File: config.mk
export PLATFORM = sky130hd
export DESIGN_NAME = lsu_writeback
export DESIGN_NICKNAME = d
export VERILOG_FILES = /design/src/rtl/lsu_writeback.sv
export SDC_FILE = /design/constraint.sdc
export NUM_CORES = 1
export LEC_CHECK = 0
export CAP_MARGIN = 20
export CORE_MARGIN = 10
export CORE_UTILIZATION = 47
export DETAILED_ROUTE_END_ITERATION = 10
export MAX_ROUTING_LAYER = met4
export PLACE_DENSITY = 0.88
export RECOVER_POWER = 25
export SETUP_SLACK_MARGIN = 0.02
export SYNTH_ARGS = -nofsm -noshare
export SYNTH_HDL_FRONTEND = slang
export SYNTH_SLANG_ARGS = --single-unit
File: constraint.sdc
create_clock -name clk -period 4.05 [get_ports clk]
set_input_delay 0.6075 -clock clk [delete_from_list [all_inputs] [get_ports clk]]
set_output_delay 0.6075 -clock clk [all_outputs]
set_load 0.02 [all_outputs]
File: src/rtl/lsu_writeback.sv
// Load/store unit: one word-wide bus transaction per request,
// load data extended and written back to the register file.
module lsu_writeback #(
  parameter int ADDR_WIDTH = 5,
  parameter int DATA_WIDTH = 32
) (
  input  logic                  clk,
  input  logic                  rst,
  input  logic                  req_valid,
  output logic                  req_ready,
  input  logic                  req_is_store,
  input  logic [2:0]            req_funct3,
  input  logic [31:0]           req_addr,
  input  logic [DATA_WIDTH-1:0] req_wdata,
  input  logic [ADDR_WIDTH-1:0] req_rd,
  output logic                  mem_req_valid,
  input  logic                  mem_req_ready,
  output logic [31:0]           mem_req_addr,
  output logic                  mem_req_wen,
  output logic [3:0]            mem_req_wmask,
  output logic [31:0]           mem_req_wdata,
  input  logic                  mem_rsp_valid,
  input  logic [31:0]           mem_rsp_rdata,
  output logic                  rf_wen,
  output logic [ADDR_WIDTH-1:0] rf_waddr,
  output logic [DATA_WIDTH-1:0] rf_wdata,
  output logic                  done,
  output logic                  err
);

  typedef enum logic [2:0] {
    IDLE, REQ, WAIT, WB, ERR
  } state_t;

  state_t                state;
  logic                  cap_store;
  logic [2:0]            cap_f3;
  logic [31:0]           cap_addr;
  logic [DATA_WIDTH-1:0] cap_wdata;
  logic [ADDR_WIDTH-1:0] cap_rd;

  logic [1:0]            off;
  logic                  req_ok;
  logic [3:0]            lane_mask;
  logic [DATA_WIDTH-1:0] shifted;
  logic [DATA_WIDTH-1:0] ext;

  function automatic logic legal(
    input logic       st,
    input logic [2:0] f3,
    input logic [1:0] a
  );
    logic ok;
    unique case (f3)
      3'b000:  ok = 1'b1;
      3'b001:  ok = ~a[0];
      3'b010:  ok = (a == 2'b00);
      3'b100:  ok = ~st;
      3'b101:  ok = ~st & ~a[0];
      default: ok = 1'b0;
    endcase
    return ok;
  endfunction

  assign off    = cap_addr[1:0];
  assign req_ok = legal(req_is_store, req_funct3, req_addr[1:0]);

  always_comb begin
    lane_mask = 4'b0000;
    if (cap_store) begin
      unique case (cap_f3[1:0])
        2'b00:   lane_mask = 4'b0001 << off;
        2'b01:   lane_mask = 4'b0011 << off;
        2'b10:   lane_mask = 4'b1111;
        default: lane_mask = 4'b0000;
      endcase
    end
  end

  // Bus fields come straight from the captured request, so they
  // stay stable for the whole REQ phase.
  assign mem_req_addr  = mem_req_valid ? {cap_addr[31:2], 2'b00} : '0;
  assign mem_req_wen   = mem_req_valid & cap_store;
  assign mem_req_wmask = mem_req_valid ? lane_mask : '0;
  assign mem_req_wdata = mem_req_valid ? cap_wdata << {off, 3'b000} : '0;

  always_comb begin
    shifted = mem_rsp_rdata >> {off, 3'b000};
    ext     = shifted;
    unique case (cap_f3[1:0])
      2'b00:   ext = {{24{shifted[7] & ~cap_f3[2]}}, shifted[7:0]};
      2'b01:   ext = {{16{shifted[15] & ~cap_f3[2]}}, shifted[15:0]};
      default: ext = shifted;
    endcase
  end

  always_ff @(posedge clk) begin
    if (rst) begin
      state         <= IDLE;
      req_ready     <= 1'b1;
      mem_req_valid <= 1'b0;
      rf_wen        <= 1'b0;
      rf_waddr      <= '0;
      rf_wdata      <= '0;
      done          <= 1'b0;
      err           <= 1'b0;
      cap_store     <= 1'b0;
      cap_f3        <= '0;
      cap_addr      <= '0;
      cap_wdata     <= '0;
      cap_rd        <= '0;
    end else begin
      rf_wen   <= 1'b0;
      rf_waddr <= '0;
      rf_wdata <= '0;
      done     <= 1'b0;
      err      <= 1'b0;
      unique case (state)
        IDLE: begin
          if (req_valid) begin
            cap_store <= req_is_store;
            cap_f3    <= req_funct3;
            cap_addr  <= req_addr;
            cap_wdata <= req_wdata;
            cap_rd    <= req_rd;
            req_ready <= 1'b0;
            if (req_ok) begin
              state         <= REQ;
              mem_req_valid <= 1'b1;
            end else begin
              state <= ERR;
              done  <= 1'b1;
              err   <= 1'b1;
            end
          end
        end
        REQ: begin
          if (mem_req_ready) begin
            state         <= WAIT;
            mem_req_valid <= 1'b0;
          end
        end
        WAIT: begin
          if (mem_rsp_valid) begin
            state <= WB;
            done  <= 1'b1;
            if (!cap_store && cap_rd != '0) begin
              rf_wen   <= 1'b1;
              rf_waddr <= cap_rd;
              rf_wdata <= ext;
            end
          end
        end
        WB, ERR: begin
          state     <= IDLE;
          req_ready <= 1'b1;
        end
        default: begin
          state     <= IDLE;
          req_ready <= 1'b1;
        end
      endcase
    end
  end

endmodule

### Yosys cells after proc, flatten, opt, wreduce, memory -nomap -nowiden

Index checks and enable logic that the tools add are counted.
Widths: inputs -> output; s select.

| word-level totals | value |
|---|---|
| flip-flop bits (word level) | 118 |
| bits in latches | 0 |
| RAM bits | 0 |
| memory bits (read-only) | 0 |
| input bits | 110 |
| output and inout port bits | 111 |
| word-level logic and storage cells | 80 |
| memories kept | 0 |

| cells by class | value |
|---|---|
| add/sub/neg operators | 0 |
| multiply operators | 0 |
| divide/modulo/power cells | 0 |
| order comparisons | 0 |
| eq/ne operators | 12 |
| shift-type cells | 4 |
| muxes and demuxes | 23 |
| bitwise logic cells | 12 |
| reductions and logical operators | 16 |

Operators with widths:

| operator | count |
|---|---|
| $mux 32 | 2 |
| $pmux 32 s2 | 1 |
| $shl 32x5->32 | 1 |
| $shr 32x5->32 | 1 |
| $mux 3 | 4 |
| $pmux 4 s3 | 1 |
| $pmux 3 s3 | 1 |
| $mux 1 | 8 |
| $mux 4 | 2 |
| $ne 2x2->1 const B | 4 |
| $not 1->1 | 8 |
| $eq 3x1->1 const B | 2 |
| $eq 3x2->1 const B | 2 |
| $eq 3x3->1 const B | 2 |
| $logic_not 3->1 | 2 |
| $pmux 1 s2 | 3 |
| $pmux 1 s5 | 1 |
| $reduce_bool 5->1 | 1 |
| $and 1x1->1 | 4 |
| $logic_not 2->1 | 2 |
| $reduce_and 2->1 | 2 |
| $reduce_and 4->1 | 1 |
| $reduce_or 2->1 | 2 |
| $reduce_or 4->1 | 1 |
| other kinds (9) | 9 |

### Depth between registers and ports, before layout

Gate-level depths: netlist of run 1.

| logic depth | value |
|---|---|
| depth after elaboration | 6 |
| gate-level depth with buffers | 6 |
| depth with buffers taken out | 4 |

### Worst setup path before layout of run 1

No wires, ideal clock.

| path | value |
|---|---|
| path type | register to output |
| start point | register cap_addr[1] |
| end point | output port mem_req_wmask[3] |
| data arrival time | 1.660 ns |
| setup slack | 1.783 ns |
| stages on the path, launching flop included | 6 |
| path buffers | 3 |
| cell sequence | dfxtp_1 buf_2 buf_2 clkbuf_1 a21oi_1 a211oi_1 |

| on the way | value |
|---|---|
| longest elaborated chain between the ends | 4 |
| elaborated cells between the ends (all ways) | 5 |
| classes of those cells | shift (2); mux (3) |

RTL lines:

| what | line | text |
|---|---|---|
| start, declared | 38 | `logic [31:0] cap_addr;` |
| start signal, assigned | 123 | `cap_addr <= req_addr;` |
| $shl 2x2->4 / $shl 1x2->4 (equally long branches) | 73, 72 |  |
| $pmux 4 s3 * | 71 | `unique case (cap_f3[1:0])` |
| $mux 4 * | 70 | `if (cap_store) begin` |
| $mux 4 * | 84 | `assign mem_req_wmask = mem_req_valid ? lane_mask : '0;` |
| end, declared | 20 | `output logic [3:0] mem_req_wmask,` |

Every way passes the cells marked *; elsewhere a longest branch is shown, timed or not.

### Worst setup path after layout of run 1

| path | value |
|---|---|
| start point | register cap_addr[0] |
| end point | output port mem_req_wdata[28] |

| on the way | value |
|---|---|
| longest elaborated chain between the ends | 2 |

RTL lines:

| what | line | text |
|---|---|---|
| $shl 32x5->32 | 85 | `assign mem_req_wdata = mem_req_valid ? cap_wdata << {off, 3'b000} : '0;` |
| $mux 32 | 85 |  |
| end, declared | 21 | `output logic [31:0] mem_req_wdata,` |

Every way passes these cells.

==> results of run 1 <==
==> power groups by stage <==
stage,Combinational [mW],Sequential [mW],Clock (mW)
floorplan,0.310,1.29,0
global placement,0.486,1.31,0
detailed placement,0.499,1.31,0
CTS,0.504,1.29,1.67
global route,0.551,1.30,1.71
finish,0.505,1.29,1.65
==> stage by stage <==
stage,cell area (um2),utilization,power (mW),worst slack [ns]
5_1_grt,8150,0.742,3.56,0.472
2_1_floorplan,5340,-,1.60,1.78
4_1_cts,8160,0.743,3.46,0.590
3_5_place_dp,7510,0.683,1.81,1.04
6_report,8150,0.742,3.45,0.601
3_3_place_gp,7510,0.683,1.79,1.07
==> worst register-to-register path: cells and delay by family (launching register included) <==
family | cells | cell delay (ns)
and+or+nand+nor | 1 | 0.86
DFF | 1 | 0.83
AOI/OAI and AO/OA | 2 | 0.45
buffers and inverters | 1 | 0.43
==> cell usage after synthesis (all sizes together) <==
cell,n,area (um2)
buf,32,170
a21oi,104,551
or4,2,15.0
conb,1,3.75
inv,4,15.0
nand2,165,619
a21o,2,15.0
nand3,9,45.0
nor2b,1,6.26
clkbuf,22,82.6
a22oi,8,60.1
nand2b,8,50.1
mux2i,24,240
a21boi,1,7.51
and2,60,375
o41ai,1,8.76
nor3,6,30.0
mux2,17,191
or2,1,6.26
or3,2,12.5
dfxtp,118,2360
a211oi,9,67.6
nor2,26,97.6
o21ai,11,58.8
nand3b,3,22.5
a221o,1,10.0
nor4,1,21.3
mux4,8,180
o2111ai,1,8.76
==> registers in the layout (all words and copies together) (netlist names) <==
register,cells
rf_wen,1
err,1
cap_rd,5
cap_f3,3
rf_wdata,32
rf_waddr,5
cap_addr,32
state,3
mem_req_valid,1
cap_store,1
cap_wdata,32
done,1
req_ready,1
==> metal layers <==
layer	part of all wire	GRT usage	routed length (um)
met5	0	-	0
met3	0.080	0.0687	1440
met1	0.41	0.250	7340
met4	0.0083	0.0670	150
met2	0.51	0.368	9170
==> worst max-delay path by stage <==
| stage | from | to | slack (ns) |
|---|---|---|---|
| after floorplan | cap_addr[1] | mem_req_wmask[3] | 1.78 |
| after global placement | cap_addr[0] | mem_req_wdata[28] | 1.07 |
| after detailed placement | cap_addr[0] | mem_req_wdata[30] | 1.04 |
| after CTS | cap_addr[0] | mem_req_wdata[28] | 0.59 |
| after global routing | cap_addr[0] | mem_req_wdata[28] | 0.47 |
| final | cap_addr[0] | mem_req_wdata[28] | 0.60 |
==> final cells by class <==
type                    count  area (um2)
diodes                      1        2.50
well taps                 140         175
flip-flops and latches    118        2360
fillers                   785        2840
repair buffers            227        2240
clock buffers              17         425
inverters                   4        15.0
multi-input cells         473        2700
clock inverters            15         228
==> logic make-up after synthesis <==
kind of cell / count (synthesis) / synth area share
simple gates: 284 / 0.244
mux: 49 / 0.115
other cells: 1 / 0.000703
buf+inv: 58 / 0.0502
flops: 118 / 0.443
compound gates: 138 / 0.148
==> summary.txt, run 1 <==
Critical path
  • Worst r2r path cells: 4
  • Slowest cell delay on critical path: 0.83 ns
  • Critical path, cell by cell: buf_4 -> mux4_2 -> and2_1 -> clkdlybuf4s50_1
  • Worst Setup End Kind: primary output
  • Largest delay contributor family on the critical path: buffers and inverters
  • Worst reg2reg endpoint: rf_wdata[10]
  • Crit start category: register
  • Crit path DAT: 2.84 ns
  • Crit path buffers/inverters: 2
  • WP data required: 3.44 ns
  • CP Class: register to primary output
  • Max FO, Critical Path: 31
  • R2r setup slk: 1.41 ns
  • Number of cells on the critical path: 4
  • R2R Path Start: cap_addr[0]
  • Slowest-stage cell, CP: dfxtp_2

Drt
  • WL per Instance: 18.2 um
  • DRT iter0 DRCs: 468
  • Via/cell ratio: 5.36
  • Post-route antenna net violation count: 0
  • Post-Route WL: 18,100 um
  • Vias post-DR: 5,332
  • Pre-antenna DRT Iters: 6
  • Post-route DRC: 0

Die
  • Io pins: 221
  • Die width: 127 um
  • Core area: 0.0110 mm2
  • DIE AREA: 0.0160 mm2
  • Row count: 38
  • Initial Utilization: 0.486
  • Die height: 127 um

Placement
  • Final HPWL DP: 13,000 um
  • Placed Cells: 961
  • GPL Wtd Cong: 0.901
  • Port buffer count: 218

Min path
  • Hold Crit Class: register to register
  • Hold Path End: cap_addr[29]
  • Worst Hold Launch: cap_addr[29]
  • WHS Path Cells: 2

Cells and area
  • Layout area overhead: 52.7%
  • Most frequent cells in the layout: clkdlybuf4s50_1 (178), nand2_1 (165), dfxtp_1 (116)
  • Final net count: 951
  • Final Non-Filler Cells: 995
  • Layout cell share with drive strength beyond 1: 0.0925
  • Commonest non-fill, non-tap cell in the layout: clkdlybuf4s50_1

Pwr
  • Sw frac: 0.256
  • P_int: 2.56 mW
  • Max VDD drop: 0.270 mV
  • Clock share of power: 0.479
  • Sequential share of power: 0.374
  • Switching Power: 881 uW
  • Leakage: 3.11 nW
  • Power share of the combinational group: 0.147
  • Pwr dens: 423 mW/mm2

Clock network
  • CTS H-tree lvls: 4
  • Setup repair bufs after CTS: 0
  • CTS sink cnt: 118
  • CTS buffer count: 17
  • Clk Latency, worst-skew pair: 0.41 ns
  • Hold Buf Count CTS: 0
  • Post-cts sizing count: 0
  • Max clock buf depth: 2
  • CTS tree: yes
  • Clock-pin slew on the worst setup and hold paths: 0.06 ns
  • Clock Tree Root: clkbuf_16

Logic synthesis
  • Unique masters post-synth: 34
  • Syn avg cell area: 8.23 um2
  • Sequential share of the synthesized area: 0.443
  • Mapped Cells: 648
  • Yosys reg bits: 118
  • Mapped cell area: 0.00533 mm2
  • Synthesis Warnings: 0

Global routing
  • Gr ovfl total: 0
  • First-pass GRT wire length: 28,300 um
  • Vias in the first global route: 5,259
  • Largest net degree at the start of global routing: 79
  • GRT Overall Usage: 0.221
  • Initial antenna violation count: 1

Timing
  • Final Hold Violating Endpoints: 0
  • Post-layout min period: 3.45 ns
  • Worst-Margin Slew: 1.65 ns
  • TNS Setup: 0 ns
  • Hold Slack: 0.450 ns
  • Rel. slew slack: -0.102
  • Fin crit share: 0.852
  • Final Setup Violations: 0
  • Peak Freq: 290 MHz
  • RSZ-0062 raised after global routing: no
  • Pins Over Slew Limit: 113
  • Setup Skew: 0.00574 ns

Run
  • Max-cap viol count: 2

Run status
  • Violated checks: capacitance limit, slew limit
  • Outcome: finished, violations left
Note: power is estimated with default switching activity, not from simulation.
==> inputs of run 2 (changes only) <==
--- a/config.mk
+++ b/config.mk
@@ -6,6 +6,7 @@
 export NUM_CORES = 1
 export LEC_CHECK = 0
 export CAP_MARGIN = 20
+export CORE_ASPECT_RATIO = 1.5
 export CORE_MARGIN = 10
 export CORE_UTILIZATION = 47
 export DETAILED_ROUTE_END_ITERATION = 10
==> run 2 against run 1 <==
The flow still finishes with violations (capacitance limit, slew limit). Maximum frequency fell by 1.1%. Core utilization fell by 0.67 points. Worst setup slack got worse by 0.039 ns. Clock skew up 0.0022 ns. Via count is 0.83% higher. Combinational power barely moved. Clock-buffer cell count up 1. Non-clock buffer count is 1 lower. Hold slack gained 0.00094 ns. Cell count is 0.60% higher. Critical path depth unchanged. First-iteration DRC count down 29%.
==> summary.txt, run 2 (synthesis results as in run 1) <==
Pwr
  • Pwr Total: 3.39 mW (-1.6%)
  • Pwr dens: 417 mW/mm2 (-1.4%)
  • Max VDD drop: 0.316 mV (+17%)
  • Leakage: 3.07 nW (-1.4%)

Timing
  • Fin crit share: 0.861 (+0.00951)
  • Rel. slew slack: -1.25 (-1.15)
  • Worst-Margin Slew: 3.38 ns (+1.72 ns)
  • Peak Freq: 287 MHz (-1.1%)
  • TNS Setup: 0 ns (unchanged)
  • Setup Skew: 0.00794 ns (+0.00220 ns)
  • Setup ws final: 0.563 ns (-0.0385 ns)
  • Post-layout min period: 3.49 ns (+0.0385 ns)
  • Final Setup Violations: 0 (unchanged)
  • Pins Over Slew Limit: 113 (unchanged)
  • RSZ-0062 raised after global routing: no
  • Final Hold Violating Endpoints: 0 (unchanged)

Die
  • Io pins: 221 (unchanged)
  • Core area: 0.0111 mm2 (+0.66%)
  • Row count: 47 (+24%)
  • DIE AREA: 0.0161 mm2 (+0.55%)
  • Initial Utilization: 0.482 (-0.00319)
  • Die width: 107 um (-15%)
  • Die height: 150 um (+19%)

Critical path
  • CP Class: input port to register
  • Worst r2r path cells: 5 (+1)
  • Max FO, Critical Path: 78 (+150%)
  • WP data required: 4.35 ns (+0.91 ns)
  • Worst reg2reg endpoint: rf_wdata[5]
  • Worst Setup End Kind: register
  • Crit start category: input port
  • R2R Path Start: state[0]
  • Crit path DAT: 3.78 ns (+0.94 ns)
  • R2r setup slk: 1.32 ns (-0.09 ns)

Global routing
  • GR Layer Usage met1: 0.231 (-0.0189)
  • Met3 usage: 0.0608 (-0.00796)
  • GRT Overall Usage: 0.240 (+0.0190)
  • Initial antenna violation count: 1 (unchanged)
  • Gr busiest metal: met2
  • Gr ovfl total: 0 (unchanged)
  • Vias in the first global route: 5,694 (+8.3%)
  • First-pass GRT wire length: 29,700 um (+5.2%)
  • M2 GR Usage: 0.419 (+0.0508)
  • Largest net degree at the start of global routing: 79 (unchanged)

Clock network
  • Clock-pin slew on the worst setup and hold paths: 0.06 ns (about the same)
  • CTS buffer count: 17 (unchanged)
  • Setup repair bufs after CTS: 0 (unchanged)
  • Max clock buf depth: 2 (unchanged)
  • Hold Buf Count CTS: 0 (unchanged)
  • CTS sink cnt: 118 (unchanged)
  • Post-cts sizing count: 0 (unchanged)
  • CTS H-tree lvls: 4 (unchanged)
  • Clk Latency, worst-skew pair: 0.41 ns (about the same)
  • Clock Tree Root: clkbuf_16
  • CTS tree: yes

Drt
  • Post-route antenna net violation count: 0 (unchanged)
  • Via/cell ratio: 5.37 (+0.22%)
  • Post-route DRC: 0 (unchanged)
  • Pre-antenna DRT Iters: 5 (-1)
  • WL per Instance: 19.2 um (+5.4%)
  • DRT iter0 DRCs: 333 (-29%)
  • Post-Route WL: 19,200 um (+6.1%)
  • Vias post-DR: 5,376 (+0.83%)

Placement
  • Port buffer count: 218 (unchanged)
  • Final HPWL DP: 14,200 um (+9.7%)
  • Place WS: 1.14 ns (+0.100 ns)
  • GPL Wtd Cong: 0.908 (+0.81%)

Run status
  • Outcome: finished, violations left
  • Violated checks: capacitance limit, slew limit

Cells and area
  • Commonest non-fill, non-tap cell in the layout: clkdlybuf4s50_1
  • Final net count: 950 (-0.11%)
  • Layout area overhead: 52.4%
  • Most frequent cells in the layout: clkdlybuf4s50_1 (184), nand2_1 (165), dfxtp_1 (116)
  • Layout cell share with drive strength beyond 1: 0.0891 (-0.00341)
  • Largest regs: cap_addr x32, cap_wdata x32, rf_wdata x32
  • Final core utilization: 0.735 (-0.00668)

Min path
  • Hold Path End: cap_addr[17]
  • Hold Crit Class: register to register
  • WHS Path Cells: 2 (unchanged)
  • Worst Hold Launch: cap_addr[17]

Run
  • Max-cap viol count: 2 (unchanged)
==> run 2: area by class of cell <==
type                            count  area, um2
Antenna cell                        1       2.50
Clock buffer                       18        429
Clock inverter                     14        204
Fill cell                         859       2930
Inverter                            4       15.0
Multi-Input combinational cell    473       2700
Sequential cell                   118       2360
Tap cell                          147        184
Timing Repair Buffer              226       2230
==> run 2: per-layer routing <==
metal | vias to the layer above | share of wire
met2 | 248 | 0.51
met1 | 2509 | 0.36
met4 | 0 | 0.057
met3 | 65 | 0.069
met5 | - | 0
li1 | 2554 | -
==> run 2: worst max-delay path by stage <==
stage | to | depth (start not counted) | slack (ns) | from
2_1_floorplan | mem_req_wmask[3] | 5 | 1.78 | cap_addr[1]
3_3_place_gp | mem_req_wmask[3] | 6 | 1.20 | cap_addr[0]
3_5_place_dp | mem_req_wmask[3] | 6 | 1.14 | cap_addr[0]
4_1_cts | mem_req_wmask[3] | 6 | 0.67 | cap_addr[0]
5_1_grt | done | 4 | 0.36 | rst
6_report | done | 4 | 0.56 | rst
==> run 2: stage by stage <==
stage / hold WS (ns) / instances / cell area [um2]
global placement: 0.438 / 968 / 7510
global route: 0.471 / 1001 / 8130
finish: 0.451 / 1001 / 8130
floorplan: 0.432 / 649 / 5340
detailed placement: 0.442 / 968 / 7510
CTS: 0.450 / 1000 / 8150
==> run 2: report_power, final <==
part	internal (mW)	total, mW	switching [mW]
Sequential	1.23	1.30	0.0692
Combinational	0.242	0.503	0.262
Clock	1.03	1.59	0.555
==> run 2: worst max-delay path: stages <==
cell      delay, ns
clkbuf_1       0.11
clkbuf_1       2.39
nor3_1         0.25
or2_2          0.42
